**src/rtl/wb_pkg.sv**
```systemverilog
// Shared widths, control-field layout and control struct for the write-back stage.
`timescale 1ns/1ps
package wb_pkg;

    localparam int unsigned DATA_W         = 32;
    localparam int unsigned WBCTL_W        = 2;
    localparam int unsigned CNT_W          = 32;
    localparam int unsigned MEM_TO_REG_BIT = 1;
    localparam int unsigned REG_WRITE_BIT  = 0;

    // WB control as carried in the MEM/WB register: MSB selects load data.
    typedef struct packed {
        logic mem_to_reg;
        logic reg_write;
    } wb_ctrl_t;

    // Unpack the raw control field by named bit position.
    function automatic wb_ctrl_t unpack_ctrl(input logic [WBCTL_W-1:0] raw);
        wb_ctrl_t c;
        c.mem_to_reg = raw[MEM_TO_REG_BIT];
        c.reg_write  = raw[REG_WRITE_BIT];
        return c;
    endfunction

endpackage

```
**src/rtl/wb_mux.sv**
```systemverilog
// Parameterised 2:1 mux: y = sel ? b : a.
`timescale 1ns/1ps
module wb_mux
    import wb_pkg::*;
#(
    parameter int unsigned W = DATA_W
) (
    input  logic         sel,
    input  logic [W-1:0] a,
    input  logic [W-1:0] b,
    output logic [W-1:0] y
);

    // Pure select, no state.
    always_comb begin
        y = a;
        if (sel) begin
            y = b;
        end
    end

endmodule

```
**src/rtl/wb.sv**
```systemverilog
// Write-back stage: selects register-file write data, passes RegWrite through,
// and keeps a registered copy of the last retired write plus a retire counter.
`timescale 1ns/1ps
module wb
    import wb_pkg::*;
#(
    parameter int unsigned DATA_W = wb_pkg::DATA_W
) (
    input  logic [DATA_W-1:0]  In_Address,
    input  logic [DATA_W-1:0]  In_Data,
    input  logic [WBCTL_W-1:0] In_WBControl,
    output logic [DATA_W-1:0]  Out_Data,
    output logic               Out_RegWrite,
    input  logic               Clk,
    input  logic               Reset,
    output logic [DATA_W-1:0]  Out_LastData,
    output logic               Out_LastValid,
    output logic [CNT_W-1:0]   Out_WriteCount
);

    wb_ctrl_t ctrl;

    assign ctrl         = unpack_ctrl(In_WBControl);
    assign Out_RegWrite = ctrl.reg_write;

    // Zero-latency data select; not gated by reset or RegWrite.
    wb_mux #(
        .W (DATA_W)
    ) u_data_mux (
        .sel (ctrl.mem_to_reg),
        .a   (In_Address),
        .b   (In_Data),
        .y   (Out_Data)
    );

    // Retire record: reset wins over a same-edge write; counter wraps freely.
    always_ff @(posedge Clk) begin
        if (Reset) begin
            Out_LastData   <= '0;
            Out_LastValid  <= 1'b0;
            Out_WriteCount <= '0;
        end else if (ctrl.reg_write) begin
            Out_LastData   <= Out_Data;
            Out_LastValid  <= 1'b1;
            Out_WriteCount <= Out_WriteCount + CNT_W'(1);
        end
    end

endmodule

```
**config.mk**
```make
export PLATFORM = sky130hd
export DESIGN_NAME = wb
export DESIGN_NICKNAME = d
export VERILOG_FILES = /design/src/rtl/wb_pkg.sv /design/src/rtl/wb_mux.sv /design/src/rtl/wb.sv
export SDC_FILE = /design/constraint.sdc
export NUM_CORES = 1
export LEC_CHECK = 0
export CAP_MARGIN = 20
export CORE_MARGIN = 3
export CORE_UTILIZATION = 42
export CTS_CLUSTER_DIAMETER = 200
export DETAILED_ROUTE_END_ITERATION = 12
export PLACE_DENSITY = 0.84
export SETUP_SLACK_MARGIN = 0.02
export SYNTH_ARGS = -nofsm -noshare
export SYNTH_HDL_FRONTEND = slang
export SYNTH_SLANG_ARGS = --single-unit
```
**constraint.sdc**
```tcl
create_clock -name Clk -period 6.4 [get_ports Clk]
set_clock_uncertainty 0.2 [all_clocks]
set_input_delay 0.64 -clock Clk [delete_from_list [all_inputs] [get_ports Clk]]
set_output_delay 0.64 -clock Clk [all_outputs]
set_load 0.005 [all_outputs]
```
# ---- Word-level counts from Yosys, hierarchy flattened
# Index checks and enable logic that the tools add are counted.
dict set report totals {
  regBits 65
  inputBits 68
  word_cells 5
}
dict set report op_classes {
  add_sub_neg 1
  n_mux 1
}
# cell n
set op_table {}
lappend op_table {{$add A32 B1 Y32 const B} 1}
lappend op_table {{$mux W32} 1}

# ---- Logic depth before layout (Yosys ltp)
dict set report depth {
  depth_word 1
  depth_mapped 6
}

# ---- By module
# A second synthesis with hierarchy kept.
dict set report hier_totals {
  cells_unflattened 318
  hier_area_um2 3198.1
}
# mod instances cells_each area_per_inst_um2 seq_area_each_um2
set modules_own_cells {}
lappend modules_own_cells {wb 1 282 2653.8 1301.2}
lappend modules_own_cells {wb_mux 1 36 544.3 0.0}

# ---- Worst setup path after synthesis
# No wires, ideal clock.
dict set report synth_path {
  kind {in2out}
  start {input port In_WBControl[1]}
  end {output port Out_Data[0]}
  arrival_time_ps 1542
  required_ps 5560
  slack_ps 4018
  stages 3
  path_buffers 2
  cell_sequence {clkbuf_1 -> buf_1 -> mux2_2}
}
dict set report synth_between {
  elab_chain_cells 1
}
# item line_no
set synth_rtl {}
lappend synth_rtl {{start: declaration} wb.sv:11} ;# input logic [WBCTL_W-1:0] In_WBControl,
lappend synth_rtl {{$mux W32} wb_mux.sv:17} ;# if (sel) begin
lappend synth_rtl {{end: declaration} wb.sv:12} ;# output logic [DATA_W-1:0] Out_Data,
# Every way passes these cells.

# ---- Worst setup path in the final report
dict set report layout_path {
  start {input port In_WBControl[1]}
  end {output port Out_Data[13]}
}
# Same word-level chain as after synthesis.

==> results.md <==
* Crit path launch: In_WBControl[1]
* Max incr delay on CP at 0.47 ns
* Total congestion overflow at 0
* Via density at 5.19
* Initial antenna violation count at 0
* R2R Setup Slk at 3.90 ns
* Number of global-route vias before repair at 3100
* Peak supply drop at 0.108 mV
* Met3 Use GR at 6.38%
* Reg2reg end: Out_WriteCount[29]$_SDFFE_PP0P_
* Top cells by count, synth: 65 x dfxtp_1, 51 x nor2_1, 35 x mux2_2
* P_leak at 1.80 nW
* Pre-CTS setup slack at 3.05 ns
* Top_reg_cell synth: dfxtp_1
* Die height at 91.0 um
* Seq cells post-synth at 65
* Core area at 6910 um^2
* Synthesized area per cell at 9.52 um^2
* Largest net degree at the start of global routing at 69
* Worst-margin pin slew at 1.10 ns
* Critical path peak fanout at 32
* Hold Vio Cnt, Final at 0
* Synth Cell Area at 3040 um^2
* Sequential fraction of the synthesis area at 42.9%
* Final period util at 50.0%
* Hold Path Depth at 2
* Setup Viol. Count Final at 0
* Die area at 8290 um^2
* Post-layout minimum cycle time at 3.20 ns
* Antenna Cells at 0
* Layout cells sized above 1 at 11.7%
* Cts repair resizes at 0
* Crit path buffers/inverters at 3
* Iter 0 DRT Violations at 94
* DRC at 0
* Setup TNS at 0 ns
* Crit. End Element: primary output
* Max-slew violation count at 0
* Cells after synthesis at 319
* Cell depth of the worst setup path at 4
* CP most frequent cell: clkdlybuf4s50_1
* Die W at 91.0 um
* Kind of critical path: in2out
* Post-synth EDFFs at 0
* Cell Count, Final, Fillers Out at 576
* Critical path's slowest cell: clkdlybuf4s50_1
* Crit path DAT at 2.36 ns
* Critical path, cell by cell: clkdlybuf4s50_1 > buf_4 > mux2_2 > clkdlybuf4s50_1
* RR Startpoint: Out_WriteCount[3]$_SDFFE_PP0P_
* GR Util met2 at 37.9%
* Pwr/cell area at 186 nW/um^2
* Max-cap violations at 0
* Rel. slew slack at 26.4%
* Routability cong. at 0.789
* Dpl cells at 559
* Leading post-synthesis cells by cell area: dfxtp_1 43%, mux2_2 13%, mux2i_1 11%
* Busiest grt layer: met2
* Net Count, Synth at 388
* Status: complete, no violations
* Area growth, synth to finish at 61.6%
* DRT Pass-1 Iters at 4
* Synth warnings at 0
* DR vias at 2990
* Post-synth cell types at 29
* CTS tree: built
* Worst R2R Path Depth at 4
* IO Pins at 166
* Setup bufs post-CTS at 0
* Synth area leader: dfxtp_1
* ANT nets after route at 0
* DP HPWL at 6770 um
* Clk sink count at 65
* H-tree levels at 3
* Clock Path Buffers at 2
* FP Rows at 30
* Final WS setup at 3.20 ns
* Top-count cell post-synth: dfxtp_1
* Fin area at 4910 um^2
* Clock latency on the worst-skew pair at 0.33 ns
* Fmax at 0.313 GHz
* Met1 Use GR at 27.6%
* # nets final at 544
* Clk slew on worst S/H paths at 0.06 ns
* CP top delay family: buffers and inverters
* Worst setup SP type: primary input
* RSZ-0062 raised after global routing: no
* # hold bufs at CTS at 0
* Num CTS Buffers at 9
* WL final at 9190 um
* Initial Utilization at 44.0%
* WP data required at 5.56 ns
* Gr usage total at 22.3%
* Placement Cell Area at 4710 um^2
* Asr flop ratio synth at 0%
* IO buf count at 165
* Share of the synthesized area in the top cell type at 42.9%
* First-pass GRT wire length at 15200 um
* Critical path endpoint: Out_Data[13]
* Worst Hold Class: reg2reg
* Final Power at 0.912 mW
* CTS root buf: clkbuf_8
* Wirelength per Cell at 16.0 um
[cells by family (layout without fill, tap and decap cells)]
family / after synthesis / after routing / synth area share [%]
DFF: 65 / 65 / 42.9
buffers and inverters: 28 / 189 / 3.83
adders and majority gates: 1 / 1 / 0.412
muxes: 68 / 68 / 23.9
AOI/OAI and AO/OA: 32 / 32 / 6.39
xor gates and xnor gates: 12 / 12 / 3.46
and+or+nand+nor: 113 / 113 / 19.2
[registers in the layout, summed over array words and instances, names as in the netlist]
register / count
Out_LastData: 32
Out_WriteCount: 32
Out_LastValid: 1
[layout make-up]
class	instances	area [um^2]
Fill cell	549	2000
Timing Repair Buffer	167	1670
Multi-Input combinational cell	226	1620
Sequential cell	65	1300
Inverter	6	22.5
Tap cell	96	120
Clock inverter	3	15.0
Clock buffer	13	159
[per-stage QoR]
step           hold WS, ns  util, %
2_1_floorplan        0.258        -
3_3_place_gp         0.247     68.2
3_5_place_dp         0.271     68.2
4_1_cts              0.285     70.7
5_1_grt              0.311     71.0
6_report             0.283     71.0
[metal layers]
layer  part of all wire (%)  vias to the layer above
li1                       -                     1452
met1                     42                     1402
met2                     49                      122
met3                    7.7                       14
met4                    1.3                        0
met5                      0                        -
[tightest hold or removal path, cell delays in order, from the launching register on]
cell,delay (ns)
dfxtp_1,0.32
nor2_1,0.08
nor2_1,0.04
[worst min path at each step]
stage          slack, ns                        from                    endpoint
4_1_cts             0.29  Out_LastValid$_SDFFE_PP0P_  Out_LastValid$_SDFFE_PP0P_
2_1_floorplan       0.26  Out_LastValid$_SDFFE_PP0P_  Out_LastValid$_SDFFE_PP0P_
3_5_place_dp        0.27  Out_LastValid$_SDFFE_PP0P_  Out_LastValid$_SDFFE_PP0P_
3_3_place_gp        0.25  Out_LastValid$_SDFFE_PP0P_  Out_LastValid$_SDFFE_PP0P_
5_1_grt             0.31  Out_LastValid$_SDFFE_PP0P_  Out_LastValid$_SDFFE_PP0P_
6_report            0.28  Out_LastValid$_SDFFE_PP0P_  Out_LastValid$_SDFFE_PP0P_
[where the power goes]
group / internal (mW) / total, mW / switching (mW) / leakage (nW)
registers: 0.420 / 0.430 / 0.0102 / 0.531
logic: 0.117 / 0.178 / 0.0608 / 1.18
clock network: 0.160 / 0.304 / 0.144 / 0.0932
[cell usage in the layout (no fill, tap or decap), drive strengths merged, types with 10 or more instances in the layout]
cell type / n
clkdlybuf4s50: 163
dfxtp: 65
nor2: 51
mux2: 35
mux2i: 33
a21oi: 16
or4: 14
clkbuf: 13
o31ai: 12
nand4: 10
Note: power is estimated with default switching activity, not from simulation.
